==> src/rtl/qspi_rx_dly_cal.sv <==
// qspi_rx_dly_cal: QSPI read-data capture stage. Delays every data lane by
// 0..MAX_DLY clocks; the tap comes from the boot strap, a software override or
// an optional calibration sweep.
// Build option: define QSPI_RX_CAL_EN to include the calibration sweep;
// without it the cal outputs are tied low and the cal inputs are ignored.
module qspi_rx_dly_cal #(
  parameter int LANES       = 4,
  parameter int MAX_DLY     = 3,
  parameter int CAL_SAMPLES = 8,
  parameter int SELW        = $clog2(MAX_DLY + 1)
) (
  input  logic             clk,
  input  logic             rst_n,
  input  logic [LANES-1:0] io_in,
  output logic [LANES-1:0] io_out,
  input  logic [SELW-1:0]  boot_dly,
  input  logic             ovr_valid,
  input  logic [SELW-1:0]  ovr_dly,
  output logic [SELW-1:0]  dly_sel,
  input  logic             cal_start,
  input  logic             cal_stb,
  input  logic [LANES-1:0] cal_expect,
  output logic             cal_busy,
  output logic             cal_done,
  output logic             cal_fail
);

  logic [LANES-1:0] dly_q [1:MAX_DLY];
  logic [LANES-1:0] tap   [0:MAX_DLY];
  logic             strap_done;

  function automatic logic [SELW-1:0] clamp_sel(input logic [SELW-1:0] v);
    if (int'(v) > MAX_DLY) return SELW'(MAX_DLY);
    return v;
  endfunction

  // Delay line: one register stage per tap beyond tap 0.
  always_ff @(posedge clk or negedge rst_n) begin
    if (!rst_n) begin
      for (int k = 1; k <= MAX_DLY; k++) dly_q[k] <= '0;
    end else begin
      dly_q[1] <= io_in;
      for (int k = 2; k <= MAX_DLY; k++) dly_q[k] <= dly_q[k-1];
    end
  end

  // Tap vector and output mux; tap 0 is the raw pad input.
  always_comb begin
    tap[0] = io_in;
    for (int k = 1; k <= MAX_DLY; k++) tap[k] = dly_q[k];
    io_out = tap[0];
    for (int k = 1; k <= MAX_DLY; k++)
      if (int'(dly_sel) == k) io_out = tap[k];
  end

`ifdef QSPI_RX_CAL_EN
  typedef enum logic {CAL_IDLE, CAL_SWEEP} cal_state_t;

  cal_state_t       cal_state;
  logic [MAX_DLY:0] pass_mask;
  logic [MAX_DLY:0] tap_match;
  logic [MAX_DLY:0] mask_nxt;
  logic [7:0]       cnt;
  logic             last_stb;
  logic [SELW-1:0]  run_mid;

  // Centre of the longest run of passing taps; earliest run wins a tie.
  function automatic logic [SELW-1:0] pick_center(input logic [MAX_DLY:0] m);
    int best_len, best_first, cur_len, cur_first;
    best_len = 0; best_first = 0; cur_len = 0; cur_first = 0;
    for (int i = 0; i <= MAX_DLY; i++) begin
      if (m[i]) begin
        if (cur_len == 0) cur_first = i;
        cur_len++;
        if (cur_len > best_len) begin
          best_len   = cur_len;
          best_first = cur_first;
        end
      end else begin
        cur_len = 0;
      end
    end
    return SELW'(best_first + (best_len - 1) / 2);
  endfunction

  // Compare all taps against the expected nibble and pick the new tap in the same cycle.
  always_comb begin
    tap_match = '0;
    for (int t = 0; t <= MAX_DLY; t++) tap_match[t] = (tap[t] == cal_expect);
    mask_nxt = pass_mask & tap_match;
    last_stb = cal_stb && (cnt == 8'(CAL_SAMPLES - 1));
    run_mid  = pick_center(mask_nxt);
  end
`else
  logic unused_cal;
  assign unused_cal = ^{cal_start, cal_stb, cal_expect, 8'(CAL_SAMPLES)};
  assign cal_busy   = 1'b0;
  assign cal_done   = 1'b0;
  assign cal_fail   = 1'b0;
`endif

  // Tap select: strap once after reset, override (wins over strap), calibration sweep.
  always_ff @(posedge clk or negedge rst_n) begin
    if (!rst_n) begin
      dly_sel    <= '0;
      strap_done <= 1'b0;
`ifdef QSPI_RX_CAL_EN
      cal_state  <= CAL_IDLE;
      pass_mask  <= '0;
      cnt        <= '0;
      cal_busy   <= 1'b0;
      cal_done   <= 1'b0;
      cal_fail   <= 1'b0;
`endif
    end else begin
      if (!strap_done) begin
        strap_done <= 1'b1;
        dly_sel    <= clamp_sel(boot_dly);
      end
`ifdef QSPI_RX_CAL_EN
      cal_done <= 1'b0;
      case (cal_state)
        CAL_IDLE: begin
          if (ovr_valid) dly_sel <= clamp_sel(ovr_dly);
          if (cal_start && strap_done) begin
            pass_mask <= '1;
            cnt       <= '0;
            cal_fail  <= 1'b0;
            cal_busy  <= 1'b1;
            cal_state <= CAL_SWEEP;
          end
        end
        CAL_SWEEP: begin
          if (cal_stb) begin
            pass_mask <= mask_nxt;
            cnt       <= cnt + 8'd1;
            if (last_stb) begin
              cal_state <= CAL_IDLE;
              cal_busy  <= 1'b0;
              if (|mask_nxt) begin
                dly_sel  <= run_mid;
                cal_done <= 1'b1;
              end else begin
                cal_fail <= 1'b1;
              end
            end
          end
        end
        default: cal_state <= CAL_IDLE;
      endcase
`else
      if (ovr_valid) dly_sel <= clamp_sel(ovr_dly);
`endif
    end
  end

endmodule

==> config.mk <==
export PLATFORM = sky130hd
export DESIGN_NAME = qspi_rx_dly_cal
export DESIGN_NICKNAME = d
export VERILOG_FILES = /design/src/rtl/qspi_rx_dly_cal.sv
export SDC_FILE = /design/constraint.sdc
export NUM_CORES = 1
export LEC_CHECK = 0
export ABC_CLOCK_PERIOD_IN_PS = 3420
export CAP_MARGIN = 0
export CORE_UTILIZATION = 40
export DETAILED_ROUTE_END_ITERATION = 10
export HOLD_SLACK_MARGIN = 0.08
export PLACE_DENSITY_LB_ADDON = 0.15
export SYNTH_ARGS = -nofsm -noshare
export SYNTH_HDL_FRONTEND = slang
export SYNTH_SLANG_ARGS = --single-unit
==> constraint.sdc <==
create_clock -name clk -period 3.42 [get_ports clk]
set_input_delay 0.684 -clock clk [delete_from_list [all_inputs] [get_ports clk]]
set_output_delay 0.684 -clock clk [all_outputs]
set_load 0.05 [all_outputs]
After elaboration in Yosys (flattened, before gate mapping)
Index checks and enable logic that the tools add are counted.
{"block": "op_classes", "n_addsub": 0, "multipliers": 0, "div_mod_pow": 0, "n_lt_le_gt_ge": 0, "n_eq_ne": 4, "shift": 0, "mux": 5, "n_bitwise": 0, "reduce_logical": 0}
{"cell": "two-way mux 4 bit", "n": 3}
{"cell": "== test 2 bit (second input constant)", "n": 2}
{"cell": "two-way mux 2 bit", "n": 2}
{"cell": "== test 2 x 1 -> 1 bit (second input constant)", "n": 1}
{"cell": "inequality test 2 bit (second input constant)", "n": 1}
{"block": "totals", "ff_bits": 15, "latch_bits": 0, "ram_bits": 0, "mem_bits_ro": 0, "input_bits": 17, "out_inout_bits": 9, "wordCells": 14, "n_memories": 0}

Logic depth before layout (Yosys ltp)
Gate-level depths: netlist of run 1.
{"block": "logic_depth", "ltp_word": 4, "mapped_depth": 3, "depth_no_buf": 2}

Least setup slack after synthesis of run 1
No wires, ideal clock.
{"block": "synth_path", "path_type": "register to output", "startpoint": "register dly_sel[0]", "endpoint": "output io_out[0]", "arrival_ns": 1.467, "required_time_ns": 2.736, "slack_ns": 1.269, "path_stages_with_launch": 3, "path_buffers": 1, "path_cell_list": "dfrtp_1 -> buf_6 -> mux4_2"}
{"block": "synth_via", "elab_chain_cells": 4, "word_cells_on_any_way": 6, "classes_between": "eq/ne: 3; mux: 3"}
{"item": "start: declaration", "line": "19", "source": "output logic [SELW-1:0] dly_sel,"}
{"item": "start signal: assignment", "line": "118", "source": "dly_sel <= clamp_sel(boot_dly);"}
{"item": "start signal: assignment", "line": "152", "source": "if (ovr_valid) dly_sel <= clamp_sel(ovr_dly);"}
{"item": "== test 2 bit", "line": "53", "source": "if (int'(dly_sel) == k) io_out = tap[k];"}
{"item": "two-way mux 4 bit (2 in a row)", "line": "53"}
{"item": "two-way mux 4 bit *", "line": "53"}
{"item": "end: declaration", "line": "15", "source": "output logic [LANES-1:0] io_out,"}
Every way passes the cells marked *; elsewhere a longest branch is shown, timed or not.

Worst setup path in the final report of run 1
{"block": "layout_path", "startpoint": "input io_in[0]", "endpoint": "output io_out[0]"}
{"block": "layout_via", "elab_chain_cells": 3}
{"item": "start: declaration", "line": "14", "source": "input logic [LANES-1:0] io_in,"}
{"item": "two-way mux 4 bit (3 in a row)", "line": "53"}
Every way passes these cells.

==> results of run 1 <==
==> area by class of cell <==
type	count	area share, %
Timing Repair Buffer	16	22.18
Multi-Input combinational cell	14	19.76
Clock buffer	4	3.640
Tap cell	14	2.426
Sequential cell	15	51.99
==> per-stage QoR <==
| step | setup slack, ns | utilization, % |
|---|---|---|
| finish | 0.4481 | 60.87 |
| global route | 0.4146 | 60.87 |
| CTS | 0.4499 | 60.87 |
| detailed placement | 0.4609 | 58.65 |
| global placement | 0.4735 | 58.65 |
| floorplan | 1.269 | - |
==> routing by layer <==
layer / global-route usage [%] / vias to the layer above / share of wire, %
met2: 24.58 / 18 / 53
li1: - / 136 / -
met3: 10.40 / 0 / 8.9
met1: 15.02 / 153 / 38
met4: 2.586 / 0 / 0
met5: 0 / - / 0
==> sequential cells by signal (all words and copies together) (netlist names) <==
signal      cells
dly_sel         2
dly_q          12
strap_done      1
==> power groups by stage <==
stage	registers (uW)	logic (uW)	clock network [uW]
floorplan	203	55.0	0
global placement	199	87.7	0
detailed placement	200	89.4	0
CTS	196	89.7	100
global route	197	93.2	112
finish	196	88.9	96.0
==> cells in the final DEF (no fill, tap or decap) <==
cell and n:
mux2i_1 2, nand2_1 2, o21ai_0 2, clkbuf_4 3, mux4_2 4, clkdlybuf4s50_1 16, clkbuf_1 1, conb_1 4
dfrtp_1 15
==> worst reg2reg max path, stage by stage (launching register included) <==
cell and delay, ns:
dfrtp_1 0.52, mux2i_1 0.11, o21ai_0 0.15
==> kinds of logic (layout without fill, tap and decap cells) <==
group / Yosys count / after routing / synth area share [%]
other cells: 2 / 4 / 1.380
flops: 15 / 15 / 68.97
compound gates: 2 / 2 / 1.839
simple gates: 2 / 2 / 1.380
buf+inv: 4 / 20 / 6.206
mux: 6 / 6 / 20.23
==> synthesized netlist by cell type <==
cell type  number  area (um^2)
nand2_1         2        7.510
buf_4           3        22.52
conb_1          2        7.510
mux4_2          4        90.09
mux2i_1         2        20.02
dfrtp_1        15        375.4
o21ai_0         2        10.01
buf_6           1        11.26
==> worst min-delay path by stage <==
stage / from / end / slack [ns] / cells after the start
global placement: dly_q[7] / dly_q[3] / 0.36 / 0
detailed placement: dly_q[5] / dly_q[1] / 0.36 / 0
floorplan: dly_q[4] / dly_q[0] / 0.35 / 0
CTS: dly_q[11] / dly_q[7] / 0.38 / 0
global route: dly_q[11] / dly_q[7] / 0.39 / 0
finish: dly_q[11] / dly_q[7] / 0.38 / 0
==> results.md, run 1 <==
- RSZ-0062 raised after global routing: no
- P_leak: 0.0003093 uW
- Status: complete, no violations
- Dpl hpwl: 616.9 um
- Final total power: 380.6 uW
- Setup TNS: 0 ns
- Post-Place Cells: 59
- Worst vdd ir: 0.0002866 V
- Critical path launch point: io_in[0]
- CTS Hold Bufs: 0
- Clock Sink Count: 15
- Die W: 38.89 um
- Worst Hold Class: reg -> reg
- Crit path max-delay family: buffers and inverters
- Largest net degree at the start of global routing: 16
- Layout area overhead: 32.64%
- Clk buf depth: 2
- Skew-Pair Late Insertion Delay: 0.28 ns
- Crit-path max cell delay: 0.71 ns
- Sequential area share after synthesis: 68.97%
- ANT cells: 0
- Via count: 307
- Psw: 111.3 uW
- First-pass GRT wire length: 1.338 mm
- Port Buf Inserts: 16
- Syn Inst Count: 31
- Die area: 1512 um^2
- Global placer's final weighted congestion: 0.6308
- Final Max Slew Viols: 0
- R2R depth: 2
- Multi-input logic area: 142.6 um^2
- Minimum clock period: 2.972 ns
- Worst slew pin tran: 0.6185 ns
- Reg-to-reg startpoint: dly_sel[0]
- Row count: 12
- I/O Pins: 26
- GR Overflow Total: 0
- Initial antenna violation count: 0
- Routed vias/inst: 4.873
- Post-CTS Setup Inserts: 0
- DRT iter0 DRCs: 1
- Clock skew: 0.002827 ns
- FF+latch count, synth: 15
- Mapped Avg Cell Area: 17.56 um^2
- TritonCTS buffer count: 3
- Final hold slack: 0.3772 ns
- Clock share of power: 25.2%
- Total Nets Final: 67
- Root Buffer: clkbuf_4
- Power share of the combinational group: 23.4%
- Sequential share of power: 51.4%
- Post_cts resized: 0
- Power density over the cells: 527.2 nW/um^2
- Mapped cell area: 544.3 um^2
- Worst setup EP type: primary output
- Max Fclk: 336.5 MHz
- Fraction of layout instances using a drive strength above 1: 14.29%
- Initial DRT Pass Iterations: 2
- Seq. cell area: 375.4 um^2
- Kind of critical path: in -> out
- Critical path depth: 3
- Detailed Route WL: 839 um
- Post-DR wirelength/cell: 13.32 um
- Max-slew headroom at the worst pin: 58.64%
- R2R setup slack: 2.56 ns
- Core ar.: 1186 um^2
- Die Y: 38.89 um
- Htree depth: 1
- Initial core utilization: 45.89%
- Synth warn: 0
- Critical path arrival: 2.29 ns
- Clock Pin Slew Worst Setup and Hold Paths: 0.08 ns
- Setup crit end: io_out[0]
- Vias in the first global route: 321
- # DRC: 0
- CP bufs+invs: 2
- Net Sw Frac: 29.25%
- CP dominant cell by count: clkdlybuf4s50_1
- Post-DP Area: 695.7 um^2
- Maxcap violations: 0
- Crit-path cells: clkdlybuf4s50_1 > mux4_2 > clkdlybuf4s50_1
- Fillers: 85
- P_int: 269.3 uW
- Worst-path fanout max: 2
- Post-Layout Cell Count: 63
- Startpoint types: input port
- Hold Violations, Final: 0
- Fin crit share: 86.90%
- Slowest cell on crit path: clkdlybuf4s50_1
- WP data required: 2.74 ns
- Post-route design area: 721.9 um^2
- Final setup violation count: 0
- Post-route ant nets: 0
- Worst R2R End: dly_sel[0]
- Post-synthesis cell type count: 8
- CTS tree: built
- Total GRT Usage: 14.71%
Note: power is estimated with default switching activity, not from simulation.
==> run 2: changes to the inputs <==
--- a/config.mk
+++ b/config.mk
@@ -11,6 +11,7 @@
 export DETAILED_ROUTE_END_ITERATION = 10
 export HOLD_SLACK_MARGIN = 0.08
 export PLACE_DENSITY_LB_ADDON = 0.15
+export SLEW_MARGIN = 10
 export SYNTH_ARGS = -nofsm -noshare
 export SYNTH_HDL_FRONTEND = slang
 export SYNTH_SLANG_ARGS = --single-unit
==> results of run 2 <==
Final layout, timing and power as in run 1 (identical DEF).
==> run 3: changes to the inputs <==
--- a/config.mk
+++ b/config.mk
@@ -11,7 +11,7 @@
 export DETAILED_ROUTE_END_ITERATION = 10
 export HOLD_SLACK_MARGIN = 0.08
 export PLACE_DENSITY_LB_ADDON = 0.15
-export SLEW_MARGIN = 10
+export SLEW_MARGIN = 15
 export SYNTH_ARGS = -nofsm -noshare
 export SYNTH_HDL_FRONTEND = slang
 export SYNTH_SLANG_ARGS = --single-unit
==> results of run 3 <==
Final layout, timing and power as in run 1 (identical DEF).
